--- src/rtl/trace_reg_arbiter_if.sv ---
// Purpose: bundles the host register bus, local requester ports and register-file port of trace_reg_arbiter.
// Latency: none, signal container only.
// Backpressure: host is retry-based (no stall), locals hold loc_req until loc_gnt, the register file never stalls.
//
// Ports (signal groups):
//   host_*  host register bus: address/write attempt in, read data and its completion strobe out
//   loc_*   N_LOCAL trace-engine requesters, flattened per-requester fields, shared read-data bus
//   mem_*   single fixed-latency register-file port
// Modports: master = environment (host, requesters, register file), slave = the arbiter.
interface trace_reg_arbiter_if #(
    parameter int N_LOCAL = 2,
    parameter int ADDR_W  = 14,
    parameter int DATA_W  = 32
);
    logic [ADDR_W-1:0]         host_addr;
    logic                      host_addr_vld;
    logic [DATA_W-1:0]         host_wdata;
    logic                      host_wr_vld;
    logic [DATA_W-1:0]         host_rdata;
    logic                      host_rdata_vld;

    logic [N_LOCAL-1:0]        loc_req;
    logic [N_LOCAL-1:0]        loc_we;
    logic [N_LOCAL*ADDR_W-1:0] loc_addr;
    logic [N_LOCAL*DATA_W-1:0] loc_wdata;
    logic [N_LOCAL-1:0]        loc_gnt;
    logic [N_LOCAL-1:0]        loc_rvalid;
    logic [DATA_W-1:0]         loc_rdata;

    logic                      mem_en;
    logic                      mem_we;
    logic [ADDR_W-1:0]         mem_addr;
    logic [DATA_W-1:0]         mem_wdata;
    logic [DATA_W-1:0]         mem_rdata;

    modport master (
        output host_addr, host_addr_vld, host_wdata, host_wr_vld,
        input  host_rdata, host_rdata_vld,
        output loc_req, loc_we, loc_addr, loc_wdata,
        input  loc_gnt, loc_rvalid, loc_rdata,
        input  mem_en, mem_we, mem_addr, mem_wdata,
        output mem_rdata
    );

    modport slave (
        input  host_addr, host_addr_vld, host_wdata, host_wr_vld,
        output host_rdata, host_rdata_vld,
        input  loc_req, loc_we, loc_addr, loc_wdata,
        output loc_gnt, loc_rvalid, loc_rdata,
        output mem_en, mem_we, mem_addr, mem_wdata,
        input  mem_rdata
    );
endinterface

--- src/rtl/trace_reg_arbiter.sv ---
// Purpose: shares one fixed-latency register-file port between the retry-based host bus and N_LOCAL trace requesters.
// Latency: writes and grants are zero-cycle; local read data RD_LAT cycles after grant; host read answered on the retry after fill.
// Backpressure: host is never stalled (retries until host_rdata_vld); locals wait on loc_req until loc_gnt.
//
// Ports:
//   S_AXI_ACLK    clock
//   S_AXI_ARESET  synchronous active-high reset; all outputs forced low while asserted
//   arb_bus       trace_reg_arbiter_if.slave (host_*, loc_*, mem_* groups)
module trace_reg_arbiter #(
    parameter int N_LOCAL = 2,
    parameter int ADDR_W  = 14,
    parameter int DATA_W  = 32,
    parameter int RD_LAT  = 2
) (
    input  logic               S_AXI_ACLK,
    input  logic               S_AXI_ARESET,
    trace_reg_arbiter_if.slave arb_bus
);
    localparam int IDX_W = (N_LOCAL > 1) ? $clog2(N_LOCAL) : 1;

    typedef enum logic [1:0] {
        ST_IDLE,
        ST_WAIT,
        ST_HELD
    } host_st_e;

    // Owner of a read in flight; travels alongside the register-file latency.
    typedef struct packed {
        logic             vld;
        logic             host;
        logic [IDX_W-1:0] idx;
    } rd_tag_t;

    host_st_e          state_q, state_d;
    logic [ADDR_W-1:0] hold_addr_q, hold_addr_d;
    logic [DATA_W-1:0] hold_data_q, hold_data_d;
    logic              stale_q, stale_d;
    logic [DATA_W-1:0] host_rdata_q, host_rdata_d;
    logic [IDX_W-1:0]  rr_ptr_q, rr_ptr_d;
    rd_tag_t           tag_q [RD_LAT];
    rd_tag_t           tag_d [RD_LAT];
    rd_tag_t           new_tag;
    rd_tag_t           tag_exit;

    logic              run;
    logic              host_wr;
    logic              host_rd_att;
    logic              host_rd_issue;
    logic              host_fill;
    logic              wr_hit;
    logic              win_vld;
    logic [IDX_W-1:0]  win_idx;
    logic [IDX_W:0]    cand;

    logic              mem_en_c;
    logic              mem_we_c;
    logic [ADDR_W-1:0] mem_addr_c;
    logic [DATA_W-1:0] mem_wdata_c;
    logic [N_LOCAL-1:0] loc_gnt_c;
    logic [N_LOCAL-1:0] loc_rvalid_c;
    logic [DATA_W-1:0] loc_rdata_c;
    logic              host_rdata_vld_c;
    logic [DATA_W-1:0] host_rdata_c;

    // Nothing is issued or returned while reset is held, so every output reads 0.
    assign run           = ~S_AXI_ARESET;
    assign host_wr       = run & arb_bus.host_wr_vld;
    assign host_rd_att   = run & arb_bus.host_addr_vld & ~arb_bus.host_wr_vld;
    assign host_rd_issue = host_rd_att & (state_q == ST_IDLE);

    // Port arbitration: host write > host read issue > round-robin locals.
    always_comb begin
        mem_en_c    = 1'b0;
        mem_we_c    = 1'b0;
        mem_addr_c  = '0;
        mem_wdata_c = '0;
        loc_gnt_c   = '0;
        new_tag     = '0;
        rr_ptr_d    = rr_ptr_q;
        win_vld     = 1'b0;
        win_idx     = '0;
        cand        = '0;

        // First requesting index at or after the pointer, wrapping.
        for (int k = 0; k < N_LOCAL; k++) begin
            if (run && !win_vld) begin
                cand = {1'b0, rr_ptr_q} + (IDX_W+1)'(k);
                if (cand >= (IDX_W+1)'(N_LOCAL)) begin
                    cand = cand - (IDX_W+1)'(N_LOCAL);
                end
                if (arb_bus.loc_req[cand[IDX_W-1:0]]) begin
                    win_vld = 1'b1;
                    win_idx = cand[IDX_W-1:0];
                end
            end
        end

        if (host_wr) begin
            mem_en_c    = 1'b1;
            mem_we_c    = 1'b1;
            mem_addr_c  = arb_bus.host_addr;
            mem_wdata_c = arb_bus.host_wdata;
        end else if (host_rd_issue) begin
            mem_en_c     = 1'b1;
            mem_addr_c   = arb_bus.host_addr;
            new_tag.vld  = 1'b1;
            new_tag.host = 1'b1;
        end else if (win_vld) begin
            mem_en_c           = 1'b1;
            mem_we_c           = arb_bus.loc_we[win_idx];
            mem_addr_c         = arb_bus.loc_addr[win_idx*ADDR_W +: ADDR_W];
            mem_wdata_c        = arb_bus.loc_wdata[win_idx*DATA_W +: DATA_W];
            loc_gnt_c[win_idx] = 1'b1;
            new_tag.vld        = ~arb_bus.loc_we[win_idx];
            new_tag.idx        = win_idx;
            rr_ptr_d           = (win_idx == IDX_W'(N_LOCAL - 1)) ? '0 : win_idx + 1'b1;
        end
    end

    // Tag delay line: a tag leaves the last stage in the cycle its data is on mem_rdata.
    always_comb begin
        tag_d[0] = new_tag;
        for (int k = 1; k < RD_LAT; k++) begin
            tag_d[k] = tag_q[k-1];
        end
    end

    assign tag_exit  = tag_q[RD_LAT-1];
    assign host_fill = run & tag_exit.vld & tag_exit.host;

    always_comb begin
        loc_rvalid_c = '0;
        loc_rdata_c  = '0;
        if (run && tag_exit.vld && !tag_exit.host) begin
            loc_rvalid_c[tag_exit.idx] = 1'b1;
            loc_rdata_c                = arb_bus.mem_rdata;
        end
    end

    // Any write landing on the fetched address invalidates the hold contents.
    assign wr_hit = mem_en_c & mem_we_c & (mem_addr_c == hold_addr_q);

    // Host read FSM.
    always_comb begin
        state_d          = state_q;
        hold_addr_d      = hold_addr_q;
        hold_data_d      = hold_data_q;
        stale_d          = stale_q;
        host_rdata_d     = host_rdata_q;
        host_rdata_vld_c = 1'b0;

        unique case (state_q)
            ST_IDLE: begin
                if (host_rd_issue) begin
                    hold_addr_d = arb_bus.host_addr;
                    stale_d     = 1'b0;
                    state_d     = ST_WAIT;
                end
            end
            ST_WAIT: begin
                if (wr_hit) begin
                    stale_d = 1'b1;
                end
                if (host_fill) begin
                    // A write in the fill cycle counts too; drop and let the host refetch.
                    if (stale_q || wr_hit) begin
                        state_d = ST_IDLE;
                    end else begin
                        hold_data_d = arb_bus.mem_rdata;
                        state_d     = ST_HELD;
                    end
                end
            end
            ST_HELD: begin
                if (wr_hit) begin
                    state_d = ST_IDLE;
                end else if (host_rd_att) begin
                    // Matching retry completes; any other address abandons the hold.
                    if (arb_bus.host_addr == hold_addr_q) begin
                        host_rdata_vld_c = 1'b1;
                        host_rdata_d     = hold_data_q;
                    end
                    state_d = ST_IDLE;
                end
            end
            default: begin
                state_d = ST_IDLE;
            end
        endcase
    end

    assign host_rdata_c = !run            ? '0 :
                          host_rdata_vld_c ? hold_data_q : host_rdata_q;

    always_ff @(posedge S_AXI_ACLK) begin
        if (S_AXI_ARESET) begin
            state_q      <= ST_IDLE;
            hold_addr_q  <= '0;
            hold_data_q  <= '0;
            stale_q      <= 1'b0;
            host_rdata_q <= '0;
            rr_ptr_q     <= '0;
            for (int k = 0; k < RD_LAT; k++) begin
                tag_q[k] <= '0;
            end
        end else begin
            state_q      <= state_d;
            hold_addr_q  <= hold_addr_d;
            hold_data_q  <= hold_data_d;
            stale_q      <= stale_d;
            host_rdata_q <= host_rdata_d;
            rr_ptr_q     <= rr_ptr_d;
            for (int k = 0; k < RD_LAT; k++) begin
                tag_q[k] <= tag_d[k];
            end
        end
    end

    assign arb_bus.mem_en         = mem_en_c;
    assign arb_bus.mem_we         = mem_we_c;
    assign arb_bus.mem_addr       = mem_addr_c;
    assign arb_bus.mem_wdata      = mem_wdata_c;
    assign arb_bus.loc_gnt        = loc_gnt_c;
    assign arb_bus.loc_rvalid     = loc_rvalid_c;
    assign arb_bus.loc_rdata      = loc_rdata_c;
    assign arb_bus.host_rdata_vld = host_rdata_vld_c;
    assign arb_bus.host_rdata     = host_rdata_c;

endmodule
--- src/flat_wrapper.sv ---
// flat-port wrapper written by rule: the top's interface ports become plain ports
module trace_reg_arbiter_flat 
#(
    parameter int N_LOCAL = 2,
    parameter int ADDR_W  = 14,
    parameter int DATA_W  = 32,
    parameter int RD_LAT  = 2
)
  (S_AXI_ACLK, S_AXI_ARESET, arb_bus_host_addr, arb_bus_host_addr_vld, arb_bus_host_wdata, arb_bus_host_wr_vld, arb_bus_host_rdata, arb_bus_host_rdata_vld, arb_bus_loc_req, arb_bus_loc_we, arb_bus_loc_addr, arb_bus_loc_wdata, arb_bus_loc_gnt, arb_bus_loc_rvalid, arb_bus_loc_rdata, arb_bus_mem_en, arb_bus_mem_we, arb_bus_mem_addr, arb_bus_mem_wdata, arb_bus_mem_rdata);
  trace_reg_arbiter_if #(.N_LOCAL(N_LOCAL), .ADDR_W(ADDR_W), .DATA_W(DATA_W)) arb_bus_i ();
  input  logic S_AXI_ACLK;
  input  logic S_AXI_ARESET;
  input wire logic [$bits(arb_bus_i.host_addr)-1:0] arb_bus_host_addr;
  input wire logic [$bits(arb_bus_i.host_addr_vld)-1:0] arb_bus_host_addr_vld;
  input wire logic [$bits(arb_bus_i.host_wdata)-1:0] arb_bus_host_wdata;
  input wire logic [$bits(arb_bus_i.host_wr_vld)-1:0] arb_bus_host_wr_vld;
  output wire logic [$bits(arb_bus_i.host_rdata)-1:0] arb_bus_host_rdata;
  output wire logic [$bits(arb_bus_i.host_rdata_vld)-1:0] arb_bus_host_rdata_vld;
  input wire logic [$bits(arb_bus_i.loc_req)-1:0] arb_bus_loc_req;
  input wire logic [$bits(arb_bus_i.loc_we)-1:0] arb_bus_loc_we;
  input wire logic [$bits(arb_bus_i.loc_addr)-1:0] arb_bus_loc_addr;
  input wire logic [$bits(arb_bus_i.loc_wdata)-1:0] arb_bus_loc_wdata;
  output wire logic [$bits(arb_bus_i.loc_gnt)-1:0] arb_bus_loc_gnt;
  output wire logic [$bits(arb_bus_i.loc_rvalid)-1:0] arb_bus_loc_rvalid;
  output wire logic [$bits(arb_bus_i.loc_rdata)-1:0] arb_bus_loc_rdata;
  output wire logic [$bits(arb_bus_i.mem_en)-1:0] arb_bus_mem_en;
  output wire logic [$bits(arb_bus_i.mem_we)-1:0] arb_bus_mem_we;
  output wire logic [$bits(arb_bus_i.mem_addr)-1:0] arb_bus_mem_addr;
  output wire logic [$bits(arb_bus_i.mem_wdata)-1:0] arb_bus_mem_wdata;
  input wire logic [$bits(arb_bus_i.mem_rdata)-1:0] arb_bus_mem_rdata;
  assign arb_bus_i.host_addr = arb_bus_host_addr;
  assign arb_bus_i.host_addr_vld = arb_bus_host_addr_vld;
  assign arb_bus_i.host_wdata = arb_bus_host_wdata;
  assign arb_bus_i.host_wr_vld = arb_bus_host_wr_vld;
  assign arb_bus_host_rdata = arb_bus_i.host_rdata;
  assign arb_bus_host_rdata_vld = arb_bus_i.host_rdata_vld;
  assign arb_bus_i.loc_req = arb_bus_loc_req;
  assign arb_bus_i.loc_we = arb_bus_loc_we;
  assign arb_bus_i.loc_addr = arb_bus_loc_addr;
  assign arb_bus_i.loc_wdata = arb_bus_loc_wdata;
  assign arb_bus_loc_gnt = arb_bus_i.loc_gnt;
  assign arb_bus_loc_rvalid = arb_bus_i.loc_rvalid;
  assign arb_bus_loc_rdata = arb_bus_i.loc_rdata;
  assign arb_bus_mem_en = arb_bus_i.mem_en;
  assign arb_bus_mem_we = arb_bus_i.mem_we;
  assign arb_bus_mem_addr = arb_bus_i.mem_addr;
  assign arb_bus_mem_wdata = arb_bus_i.mem_wdata;
  assign arb_bus_i.mem_rdata = arb_bus_mem_rdata;
  trace_reg_arbiter #(.N_LOCAL(N_LOCAL), .ADDR_W(ADDR_W), .DATA_W(DATA_W), .RD_LAT(RD_LAT)) u_core (.S_AXI_ACLK(S_AXI_ACLK), .S_AXI_ARESET(S_AXI_ARESET), .arb_bus(arb_bus_i));
endmodule
--- config.mk ---
export PLATFORM = sky130hd
export DESIGN_NAME = trace_reg_arbiter_flat
export DESIGN_NICKNAME = d
export VERILOG_FILES = /design/src/rtl/trace_reg_arbiter_if.sv /design/src/rtl/trace_reg_arbiter.sv /design/src/flat_wrapper.sv
export SDC_FILE = /design/constraint.sdc
export NUM_CORES = 1
export LEC_CHECK = 0
export CELL_PAD_IN_SITES_DETAIL_PLACEMENT = 0
export CELL_PAD_IN_SITES_GLOBAL_PLACEMENT = 1
export CORE_MARGIN = 2
export CORE_UTILIZATION = 26
export DETAILED_ROUTE_END_ITERATION = 8
export PLACE_DENSITY = 0.92
export SLEW_MARGIN = 20
export SYNTH_ARGS = -nofsm -noshare
export SYNTH_HDL_FRONTEND = slang
export SYNTH_SLANG_ARGS = --single-unit
export TNS_END_PERCENT = 5
--- constraint.sdc ---
create_clock -name S_AXI_ACLK -period 5 [get_ports S_AXI_ACLK]
set_clock_uncertainty 0.2 [all_clocks]
set_input_delay 1 -clock S_AXI_ACLK [delete_from_list [all_inputs] [get_ports S_AXI_ACLK]]
set_output_delay 1 -clock S_AXI_ACLK [all_outputs]
set_load 0.1 [all_outputs]
After elaboration in Yosys (flattened, before gate mapping)
Memory sizes are Yosys's and may differ from the RTL's. Index checks and enable logic that the tools add are counted.

Add/subtract/negate cells: 4. Multipliers: 1. Magnitude comparators: 8. Equality and inequality tests: 8. Shift-type cells: 2. Mux-type cells: 66. Bitwise gates (word level): 17. Reduce and logical (&&, ||, !) cells: 16.

Operator list (count): $mux W32 (6); $shiftx A64 B7 Y32 (1); $mux W14 (3); $mux W1 (41); $eq A14 B14 Y1 (2); $shiftx A28 B6 Y14 (1); $mux W2 (9); $reduce_and A3 Y1 (4); $mux W3 (3); $and A1 B1 Y1 (8); $lt A1 B2 Y1 const B (4); $not A1 Y1 (7); $ne A2 B1 Y1 const B (3); $pmux W2 S3 (1); $logic_and A1 B1 Y1 (5); $mul A1 B3 Y4 const B (1); $reduce_and A4 Y1 (1); $ne A3 B1 Y1 const B (1); $add A1 B1 Y2 const B (1); $demux W1 S1 (2); $eq A2 B1 Y1 const B (1); $eq A2 B2 Y1 const B (1); $ge A1 B1 Y1 const B (2); $ge A1 B2 Y1 const B (1); 10 further kinds (13).

Flip-flop bits (word level): 82. RAM bits: 6. Input bits: 178. Output and inout port bits: 117. Logic and storage cells: 129. Memories kept: 1.

Memories: u_core.tag_q (depth 2, bits a word 3, rd ports 2, clocked after memory_dff 0, write ports 2, RTL line trace_reg_arbiter.sv:40) `rd_tag_t tag_q [RD_LAT];`.

Depth between registers and ports, before layout
Gate-level depths: netlist of the first run.

Word-level depth: 25. Mapped depth: 12. Gate-level depth less buffers: 9.

Worst setup path after synthesis of the first run
No wires, ideal clock.

Kind: in2out. Start point: input port arb_bus_loc_req[0]. End point: output port arb_bus_host_rdata[22]. Data arrival time: 6534 ps. Required time: 3800 ps. Path slack: -2734 ps. Cell stages on the path: 10. Path buffers: 2. Cells stage by stage: a21boi_0 -> clkbuf_1 -> a32oi_1 -> a211oi_1 -> xor2_1 -> a211oi_1 -> and4_1 -> clkbuf_2 -> o21ai_0 -> a21oi_1.

Word-level cells in the longest chain between the ends: 18. Elaborated cells between the ends (all ways): 34. Classes of those cells: 1 x mul; 1 x eq/ne; 1 x shift; 27 x mux; 2 x bitwise; 2 x reduce/logical.

Ends and longest elaborated chain: from (decl) (RTL line flat_wrapper.sv:19) `input wire logic [$bits(arb_bus_i.loc_req)-1:0] arb_bus_loc_req;`; $mux W1 (not written as such) (2 in series) (RTL line trace_reg_arbiter.sv:91) `if (arb_bus.loc_req[cand[IDX_W-1:0]]) begin`; $mux W1 (RTL line trace_reg_arbiter.sv:91); $mux W1 (RTL line trace_reg_arbiter.sv:86) `if (run && !win_vld) begin`; $logic_not A1 Y1 (RTL line trace_reg_arbiter.sv:86); $logic_and A1 B1 Y1 (RTL line trace_reg_arbiter.sv:86); $mux W1 (RTL line trace_reg_arbiter.sv:86); $mul A1 B3 Y4 (RTL line trace_reg_arbiter.sv:111) `mem_addr_c = arb_bus.loc_addr[win_idx*ADDR_W +: ADDR_W];`; $shiftx A28 B6 Y14 (RTL line trace_reg_arbiter.sv:111); [2 not listed]; $mux W14 (*) (RTL line trace_reg_arbiter.sv:98) `if (host_wr) begin`; net arb_bus_mem_addr[5] (RTL line flat_wrapper.sv:28) `output wire logic [$bits(arb_bus_i.mem_addr)-1:0] arb_bus_mem_addr;`; $eq A14 B14 Y1 (*) (RTL line trace_reg_arbiter.sv:141) `assign wr_hit = mem_en_c & mem_we_c & (mem_addr_c == hold_addr_q);`; $and A1 B1 Y1 (*) (RTL line trace_reg_arbiter.sv:141); $mux W1 (*) (RTL line trace_reg_arbiter.sv:175) `if (wr_hit) begin`; $mux W1 (*) (RTL line trace_reg_arbiter.sv:152) `unique case (state_q)`; $mux W32 (*) (RTL line trace_reg_arbiter.sv:193) `host_rdata_vld_c ? hold_data_q : host_rdata_q;`; $mux W32 (*) (RTL line trace_reg_arbiter.sv:192) `assign host_rdata_c = !run ? '0 :`; to (decl) (RTL line flat_wrapper.sv:17) `output wire logic [$bits(arb_bus_i.host_rdata)-1:0] arb_bus_host_rdata;`.

The timed path passes the listed nets; every way through them passes the cells marked *. The select of a mux whose other input is x is not followed.

Worst setup path in the final report of the first run
Start point: input port arb_bus_host_addr[0]. End point: output port arb_bus_host_rdata[13].

Word-level cells in the longest chain between the ends: 8. Elaborated cells between the ends (all ways): 11. Classes of those cells: 2 x eq/ne; 8 x mux; 1 x bitwise.

Ends and longest elaborated chain: from (decl) (RTL line flat_wrapper.sv:13) `input wire logic [$bits(arb_bus_i.host_addr)-1:0] arb_bus_host_addr;`; $mux W14 (RTL line trace_reg_arbiter.sv:103) `end else if (host_rd_issue) begin`; $mux W14 (RTL line trace_reg_arbiter.sv:98); $eq A14 B14 Y1 (RTL line trace_reg_arbiter.sv:141); $and A1 B1 Y1 (RTL line trace_reg_arbiter.sv:141); $mux W1 (*) (RTL line trace_reg_arbiter.sv:175); $mux W1 (*) (RTL line trace_reg_arbiter.sv:152); $mux W32 (*) (RTL line trace_reg_arbiter.sv:193); $mux W32 (*) (RTL line trace_reg_arbiter.sv:192).

Every way passes the cells marked *; elsewhere a longest branch is shown, timed or not.

==> flow_metrics.py, run 1 <==
metrics = {
    "sta": {
        "slew_headroom_pct": 30.6,
        "worst_slew_pin_slew_ns": 1.04,
        "max_clock_freq_mhz": 203,
        "finalCritPeriodShare_pct": 98.6,
        "finalHoldViolations": 0,
        "post-route-worst-setup-slack_ns": 0.0699,
        "slew_violations": 0,
        "final.setup.tns_ns": 0,
        "setup_viol": 0,
        "rsz0062_at_grt": "yes",
        "finalCriticalPeriod_ns": 4.93,
    },
    "status": {
        "outcome": "complete, no violations",
    },
    "final_layout": {
        "synthToLayoutAreaGrowth_pct": 107,
        "final_util_pct": 55.0,
        "nFillCells": 1665,
        "fin_cells": 1240,
        "drive_above_1_share_pct": 30.1,
        "nets": 1175,
    },
    "placed_design": {
        "dp.cells": 1205,
        "pre_cts_slack_ns": -0.384,
        "gp_congestion": 1.01,
        "dp_hpwl_um": 17600,
        "port_buffers": 294,
    },
    "setup_path": {
        "cpMaxStageDelayCell": "clkdlybuf4s50_1",
        "critical-path-top-delay-family": "compound AO/OA/AOI/OAI gates",
        "crit_path_max_fanout": 6,
        "critPathCaptureType": "primary output",
        "crit_chain": "clkdlybuf4s50_1 -> a22oi_2 -> buf_4 -> a221o_1 -> a2111o_1 -> nor3_4 -> and4_4 -> clkbuf_16 -> o21ai_1 -> a21oi_4 -> buf_12",
        "critPathLaunchType": "input port",
        "max_stage_delay_ns": 0.52,
        "worst-path-buf-inv": 4,
        "cp.arrival_ns": 3.73,
        "crit_required_ns": 3.80,
        "path_class": "input port to primary output",
    },
    "clock_network": {
        "cts_buffer_depth": 2,
        "cts.clk_slew.worst_paths_ns": 0.06,
        "clock_latency_ns": 0.35,
        "cts_buffers": 9,
        "cts_root_buf": "clkbuf_16",
        "cts_hold_buf": 0,
        "cts_tree": "built",
        "clock-sinks": 88,
        "htree_levels": 3,
    },
    "drt": {
        "avgViaCountPerCell": 5.25,
        "wirelength_um": 23300,
        "drt_iter0_markers": 520,
        "drcViolationCount": 0,
        "vias": 6507,
        "detail-route-antenna-nets": 0,
        "avgRoutedWirePerCell_um": 18.8,
        "first_pass_iters": 7,
    },
    "die": {
        "die-area_mm2": 0.0203,
        "start_util_pct": 26.6,
        "die_y_um": 143,
        "core_mm2": 0.0188,
        "ios": 295,
        "die-width_um": 143,
        "core.rowCount": 50,
    },
    "grt": {
        "antenna_found_initial": 5,
        "grt_pass1_vias": 6333,
        "grt_start_max_net_pins": 63,
        "track_usage_pct": 22.1,
        "overflow": 0,
        "grt_first_pass_wirelength_um": 34500,
    },
    "synth": {
        "synth_flop_cell": "dfxtp_1",
        "yosysWarningCount": 0,
        "ys_types": 49,
        "synth_area_mm2": 0.00499,
        "synth_area_leaders": "dfxtp_1 35%, a21oi_1 12%, nand3_1 7.4%, o21ai_0 6.6%, a222oi_1 5.6%",
        "netlist.area_leader.share_pct": 35.3,
        "synth-edff-count": 0,
        "yosys.area.top_type": "dfxtp_1",
        "synth.avg_cell_area_um2": 7.51,
        "synth_cells": 665,
        "synth.yosys.seq_area_share_pct": 35.3,
        "ys_async_sr_fraction_pct": 0,
        "syn-num-nets": 843,
        "ys_ff_latch": 88,
    },
    "power": {
        "p_total_mw": 2.13,
        "p_leak_nw": 3.99,
        "powerDensity_mw_per_mm2": 206,
        "ir_worst_vdd_mv": 0.130,
    },
    "min_path": {
        "hold_class": "flop to flop",
    },
    "job": {
        "maxCapViolCount": 0,
    },
}
==> state kept, by name (all words and copies together) (netlist names) <==
name,flops
u_core.hold_addr_q,14
u_core.tag_q,6
u_core.stale_q,1
u_core.state_q,2
u_core.hold_data_q,32
u_core.host_rdata_q,32
u_core.rr_ptr_q,1
==> metal layers <==
metal	vias to the layer above	track usage, %	share of wire [%]
met5	-	0	0
met4	0	11.0	4.3
met3	52	5.59	7.4
met2	306	38.7	51
met1	3045	24.8	37
li1	3104	-	-
==> synthesized netlist by cell type, types with 6 or more instances <==
| library cell | instances |
|---|---|
| a211oi_1 | 7 |
| a21oi_1 | 118 |
| a222oi_1 | 28 |
| and2_1 | 34 |
| and4_1 | 6 |
| buf_1 | 7 |
| buf_2 | 7 |
| clkbuf_1 | 40 |
| dfxtp_1 | 88 |
| inv_1 | 33 |
| mux2i_1 | 6 |
| nand2_1 | 43 |
| nand3_1 | 74 |
| nor2_1 | 11 |
| nor2b_1 | 7 |
| o21ai_0 | 66 |
| o21ai_1 | 8 |
| xnor2_1 | 8 |
| xor2_1 | 16 |
==> timing repair <==
action | 4_1_cts | 5_1_grt
resized for setup | 24 | 27
buffers inserted | 6 | 3
pin swaps | 7 | 15
gates cloned | 2 | 4
setup endpoints to repair | 33 | 33
==> cells by family after synthesis <==
group | after synthesis | share of synthesized area, %
buf+inv | 95 | 7.92
compound gates | 253 | 30.5
simple gates | 199 | 20.9
xor+xnor | 24 | 4.21
flops | 88 | 35.3
mux | 6 | 1.20
==> layout by cell type, fill, tap and decap left out, drive strengths merged, types with 4 or more instances in the layout <==
| cell | synthesis | routed |
|---|---|---|
| a211oi | 7 | 7 |
| a21oi | 118 | 118 |
| a221o | 4 | 4 |
| a222oi | 28 | 28 |
| and2 | 34 | 34 |
| and4 | 6 | 6 |
| buf | 18 | 204 |
| clkbuf | 43 | 18 |
| clkdlybuf4s50 | 0 | 172 |
| dfxtp | 88 | 88 |
| diode | 0 | 5 |
| inv | 33 | 34 |
| mux2i | 6 | 6 |
| nand2 | 43 | 43 |
| nand3 | 74 | 74 |
| nand4 | 4 | 4 |
| nor2 | 11 | 11 |
| nor2b | 7 | 7 |
| nor3 | 5 | 5 |
| o21ai | 74 | 74 |
| xnor2 | 8 | 8 |
| xor2 | 16 | 16 |
==> power breakdown <==
group / internal [mW] / leakage, nW / switching, mW
sequential: 0.707 / 0.710 / 0.00683
clock: 0.378 / 0.141 / 0.286
combinational: 0.319 / 3.14 / 0.436
==> per-stage QoR <==
stage               instance area (um^2)  hold slack [ns]
global route                       10300            0.262
detailed placement                  9680            0.220
CTS                                10100            0.234
floorplan                           5480            0.214
finish                             10300            0.232
global placement                    9680            0.218
==> worst paths after layout <==
check | from | end | slack, ns | depth (start not counted)
max | arb_bus_host_addr[0] | arb_bus_host_rdata[13] | 0.07 | 11
min | u_core.tag_q[0][1] | u_core.tag_q[0][4] | 0.23 | 1
max reg2reg | u_core.state_q[1] | u_core.hold_data_q[9] | 1.60 | 13
min reg2reg | u_core.tag_q[0][1] | u_core.tag_q[0][4] | 0.23 | 1
==> cell type report <==
| class | instances | area [um^2] | share of cell area, % |
|---|---|---|---|
| clock inverter | 3 | 25.0 | 0.242 |
| clock buffer | 12 | 267 | 2.58 |
| tap | 234 | 293 | 2.84 |
| timing repair buffer | 382 | 4390 | 42.5 |
| multi-input combinational | 482 | 3450 | 33.4 |
| inverter | 34 | 128 | 1.24 |
| sequential | 88 | 1760 | 17.1 |
| antenna | 5 | 12.5 | 0.121 |
No activity file was read; power rests on OpenSTA's default activity.
==> run 2: changes to the inputs <==
Settings changed: CELL_PAD_IN_SITES_DETAIL_PLACEMENT 0 to not set, CELL_PAD_IN_SITES_GLOBAL_PLACEMENT 1 to not set, CORE_UTILIZATION 26 to 38, PLACE_DENSITY 0.92 to 0.91.
==> run 2 against run 1 <==
Effect of this change:
- the flow now finishes with violations (negative setup slack)
- global-route usage increased by 14 points
- hold slack improved by 0.0055 ns
- sequential share of layout area decreased by 0.62 points
- sequential power hardly changed
- combinational power up 4.0%
- total power grew 2.1%
- final area increased by 3.8%
- critical endpoint is now arb_bus_host_rdata[19]
- largest cell class unchanged
==> flow_metrics.py, run 2 (synthesis results as in run 1) <==
metrics = {
    "status": {
        "outcome": "finished, violations left",
        "violations": "negative setup slack",
    },
    "drt": {
        "wirelength_um": 29400,
        "detail-route-antenna-nets": 0,
        "first_pass_iters": 8,
        "avgRoutedWirePerCell_um": 24.9,
        "drt_iter0_markers": 981,
        "avgViaCountPerCell": 6.23,
        "vias": 7342,
        "drcViolationCount": 0,
    },
    "sta": {
        "finalHoldViolations": 0,
        "finalCriticalPeriod_ns": 5.19,
        "post-route-worst-setup-slack_ns": -0.187,
        "finalCritPeriodShare_pct": 104,
        "hold_slack_ns": 0.238,
        "rsz0062_at_grt": "yes",
        "max_clock_freq_mhz": 193,
        "slew_violations": 0,
        "slew_headroom_pct": 22.0,
        "setup_viol": 32,
        "worst_slew_pin_slew_ns": 1.17,
    },
    "setup_path": {
        "critPathLaunch": "arb_bus_host_addr_vld",
        "crit_end": "arb_bus_host_rdata[19]",
        "crit_path_max_fanout": 13,
        "critPathLaunchType": "input port",
        "r2r-end": "u_core.hold_data_q[1]",
        "r2r_slack_ns": 1.35,
        "r2r-start": "u_core.state_q[1]",
        "crit_required_ns": 3.80,
        "cp.arrival_ns": 3.99,
        "critPathCaptureType": "primary output",
        "rr_worst_depth": 11,
        "path_class": "input port to primary output",
    },
    "power": {
        "p_leak_nw": 4.09,
        "ir_worst_vdd_mv": 0.168,
        "powerDensity_mw_per_mm2": 203,
        "p_total_mw": 2.18,
    },
    "clock_network": {
        "cts_root_buf": "clkbuf_16",
        "cts_hold_buf": 0,
        "htree_levels": 3,
        "cts_buffers": 9,
        "cts_buffer_depth": 2,
        "clock-sinks": 88,
        "cts_tree": "built",
        "clock_latency_ns": 0.36,
        "cts.clk_slew.worst_paths_ns": 0.06,
    },
    "final_layout": {
        "final_common_cell": "clkdlybuf4s50_1",
        "drive_above_1_share_pct": 35.5,
        "reg.largest.list": "u_core.hold_data_q: 32 flops, u_core.host_rdata_q: 32 flops, u_core.hold_addr_q: 14 flops",
        "synthToLayoutAreaGrowth_pct": 115,
        "final_cell_mix": "171 x clkdlybuf4s50_1, 119 x buf_4, 88 x dfxtp_1",
        "diodes": 0,
        "nets": 1180,
    },
    "grt": {
        "grt_first_pass_wirelength_um": 39900,
        "overflow": 0,
        "grt_start_max_net_pins": 73,
        "grt_pass1_vias": 7086,
        "antenna_found_initial": 0,
        "track_usage_pct": 36.3,
    },
    "die": {
        "core.rowCount": 41,
        "start_util_pct": 39.3,
        "ios": 295,
        "core_mm2": 0.0127,
        "die_y_um": 119,
        "die-width_um": 119,
        "die-area_mm2": 0.0141,
    },
    "job": {
        "maxCapViolCount": 0,
    },
    "placed_design": {
        "gp_congestion": 0.981,
        "dp_hpwl_um": 18100,
        "port_buffers": 294,
        "pre_cts_slack_ns": -0.495,
    },
    "min_path": {
        "hold_class": "flop to flop",
    },
}
==> run 2: layout make-up <==
type	instances	area [um^2]
inverters	34	128
flip-flops and latches	88	1760
clock buffers	11	243
well taps	172	215
repair buffers	387	4510
multi-input cells	482	3820
clock inverters	5	40.0
fillers	647	2000
==> run 2: report_power, final <==
part,leakage [nW],switching [mW],internal (mW)
Sequential,0.710,0.00725,0.707
Clock,0.140,0.323,0.355
Combinational,3.24,0.456,0.330
==> run 2: layer usage <==
metal | wire length [um] | vias up | share of wire, % | track usage, %
met2 | 14900 | 647 | 51 | 64.8
met4 | 1670 | 0 | 5.7 | 16.6
met3 | 2990 | 146 | 10 | 8.35
met5 | 0 | - | 0 | 0
li1 | - | 3104 | - | -
met1 | 9820 | 3445 | 33 | 40.8
==> run 2: metrics by stage <==
step	utilization, %	TNS, ns	cells	area, um^2
floorplan	-	-8.13	665	5480
finish	84.2	-4.29	1179	10700
global placement	75.5	-9.29	1141	9600
CTS	81.3	-0.886	1171	10300
detailed placement	75.5	-14.58	1141	9600
global route	84.2	-6.16	1179	10700
==> run 2: worst min path at each step <==
stage / slack (ns) / startpoint / cells after the start / to
CTS: 0.24 / u_core.tag_q[0][0] / 1 / u_core.tag_q[0][3]
finish: 0.24 / u_core.tag_q[0][0] / 1 / u_core.tag_q[0][3]
floorplan: 0.21 / u_core.tag_q[0][0] / 1 / u_core.tag_q[0][3]
detailed placement: 0.23 / u_core.tag_q[0][0] / 1 / u_core.tag_q[0][3]
global route: 0.26 / u_core.tag_q[0][1] / 1 / u_core.tag_q[0][4]
global placement: 0.22 / u_core.tag_q[0][1] / 1 / u_core.tag_q[0][4]
==> run 2: worst max-delay path: stages <==
cell,delay (ns)
clkbuf_2,0.11
nor3b_4,0.17
a2111oi_4,0.56
buf_4,0.22
a222oi_1,0.13
xnor2_1,0.50
nor3_4,0.08
buf_4,0.15
nand4_1,0.12
buf_6,0.16
buf_12,0.17
nand3_2,0.16
a21oi_4,0.24
buf_12,0.20
==> run 2: timing repair <==
action / CTS / global route
gates cloned: 3 / 5
pin swaps: 19 / 33
setup buffers: 11 / 5
gates resized for setup: 63 / 64
setup endpoints to repair: 33 / 33
==> run 3: changes to the inputs <==
Settings changed: CORE_MARGIN 2 to not set.
==> run 3 against run 2 <==
Effect of this change:
- non-clock buffer count up 4
- worst setup slack better by 0.16 ns
- the run still ends with negative setup slack left
- critical path depth down 1
- global-route usage up 5.1 points
- largest power group unchanged
- critical endpoint is now arb_bus_host_rdata[5]
- via count up 2.2%
- final area up 3.6%
- flip-flop and latch count unchanged
- largest cell class unchanged
- combinational power up 1%
- total power up 2.5%
- hold slack better by 0.0083 ns
==> flow_metrics.py, run 3 (synthesis results as in run 1) <==
metrics = {
    "sta": {
        "slew_violations": 0,
        "max_clock_freq_mhz": 199,
        "setup_viol": 1,
        "worst_slew_pin_slew_ns": 1.14,
        "finalHoldViolations": 0,
        "finalCriticalPeriod_ns": 5.03,
        "slew_headroom_pct": 23.8,
        "post-route-worst-setup-slack_ns": -0.0308,
        "finalCritPeriodShare_pct": 101,
        "hold_slack_ns": 0.246,
    },
    "die": {
        "die_y_um": 117,
        "core_mm2": 0.0127,
        "die-area_mm2": 0.0136,
        "die-width_um": 117,
        "core.rowCount": 41,
        "start_util_pct": 39.3,
        "ios": 295,
    },
    "setup_path": {
        "worst-path-buf-inv": 5,
        "crit_chain": "buf_4 -> or3b_4 -> buf_6 -> a22oi_1 -> a211oi_1 -> a2111o_1 -> nor3_2 -> and4_4 -> buf_6 -> clkbuf_16 -> o21ai_4 -> a21oi_4 -> buf_12",
        "cpMaxStageDelayCell": "a2111o_1",
        "cp.arrival_ns": 3.83,
        "path_class": "input port to primary output",
        "cp_common_cell": "buf_6",
        "max_stage_delay_ns": 0.42,
        "crit_required_ns": 3.80,
        "critical-path-top-delay-family": "compound AO/OA/AOI/OAI gates",
        "critPathLaunchType": "input port",
        "critPathCaptureType": "primary output",
        "crit_path_max_fanout": 6,
    },
    "clock_network": {
        "cts_buffers": 9,
        "cts.clk_slew.worst_paths_ns": 0.06,
        "cts_root_buf": "clkbuf_16",
        "cts_buffer_depth": 2,
        "clock-sinks": 88,
        "clock_latency_ns": 0.36,
        "htree_levels": 3,
        "cts_tree": "built",
    },
    "final_layout": {
        "drive_above_1_share_pct": 36.0,
        "fin_cells": 1183,
        "final_common_cell": "clkdlybuf4s50_1",
        "synthToLayoutAreaGrowth_pct": 122,
        "final_cell_mix": "170 x clkdlybuf4s50_1, 114 x buf_12, 88 x buf_4, 88 x dfxtp_1, 81 x a21oi_1",
        "final_util_pct": 87.3,
        "postLayoutCellArea_mm2": 0.0111,
        "diodes": 0,
        "nets": 1184,
        "nFillCells": 600,
        "reg.largest.list": "u_core.hold_data_q: 32 flops, u_core.host_rdata_q: 32 flops, u_core.hold_addr_q: 14 flops",
    },
    "drt": {
        "detail-route-antenna-nets": 0,
        "drt_iter0_markers": 1120,
        "avgViaCountPerCell": 6.34,
        "avgRoutedWirePerCell_um": 26.7,
        "first_pass_iters": 9,
        "drcViolationCount": 0,
        "wirelength_um": 31500,
        "vias": 7504,
    },
    "grt": {
        "antenna_found_initial": 2,
        "track_usage_pct": 41.4,
        "grt_pass1_vias": 7168,
        "grt_util_met3_pct": 12.1,
        "top_usage_layer": "met2",
        "met1_usage_pct": 45.5,
        "overflow": 0,
        "grt_start_max_net_pins": 54,
        "grt_use_met2_pct": 73.3,
        "grt_first_pass_wirelength_um": 41800,
    },
    "power": {
        "clockPowerShare_pct": 32.4,
        "p_leak_nw": 4.20,
        "seq_power_share_pct": 32.0,
        "powerDensity_mw_per_mm2": 201,
        "swShare_pct": 35.7,
        "ir_worst_vdd_mv": 0.172,
        "p_sw_uw": 797,
        "p_int_mw": 1.44,
        "combPwrFrac_pct": 35.6,
    },
    "placed_design": {
        "dp.cells": 1144,
        "dp_hpwl_um": 18900,
        "pre_cts_slack_ns": -0.353,
        "gp_congestion": 0.929,
        "placed_area_mm2": 0.0100,
        "port_buffers": 294,
    },
    "min_path": {
        "hold_class": "flop to flop",
    },
    "status": {
        "violations": "negative setup slack",
        "outcome": "finished, violations left",
    },
    "job": {
        "maxCapViolCount": 0,
    },
}
==> run 3: per-stage QoR <==
step / total power [mW] / setup TNS [ns]
global route: 2.27 / -0.299
floorplan: 1.11 / -8.13
detailed placement: 1.48 / -10.59
CTS: 2.19 / -0.00187
global placement: 1.47 / -7.90
finish: 2.23 / -0.0308
==> run 3: metal layers <==
layer | vias up | wire, um | part of all wire [%]
met5 | - | 12 | 0.038
met4 | 2 | 2170 | 6.9
met3 | 225 | 3720 | 12
met2 | 653 | 15300 | 48
met1 | 3516 | 10400 | 33
li1 | 3108 | - | -
==> run 3: final cells by class <==
| cell class | instances | area, um^2 | area share [%] |
|---|---|---|---|
| Sequential cell | 88 | 1760 | 15.9 |
| Tap cell | 172 | 215 | 1.94 |
| Multi-Input combinational cell | 482 | 3790 | 34.1 |
| Clock buffer | 9 | 225 | 2.03 |
| Timing Repair Buffer | 391 | 4910 | 44.2 |
| Inverter | 34 | 131 | 1.18 |
| Clock inverter | 7 | 76.3 | 0.687 |
==> run 3: path summary, 6_finish.rpt <==
check	start	to	slack (ns)	depth (start not counted)
worst max register to register	u_core.state_q[1]	u_core.hold_data_q[18]	1.21	13
worst max-delay path	arb_bus_host_addr_vld	arb_bus_host_rdata[5]	-0.03	13
worst min register to register	u_core.tag_q[0][0]	u_core.tag_q[0][3]	0.25	1
worst min-delay path	u_core.tag_q[0][0]	u_core.tag_q[0][3]	0.25	1
==> run 3: power groups by stage <==
stage,Sequential (mW),Clock (mW),Combinational (mW)
after floorplan,0.728,0,0.381
after global placement,0.729,0,0.744
after detailed placement,0.729,0,0.755
after CTS,0.713,0.703,0.773
after global routing,0.714,0.741,0.817
final,0.714,0.723,0.795
==> run 3: what timing repair did <==
action                                  CTS  global route
pin swaps                                25            33
endpoints found under the setup margin   33            32
hold buffers                              0             0
gates cloned                              4             3
gates resized for setup                  82            43
buffers inserted                          7            14
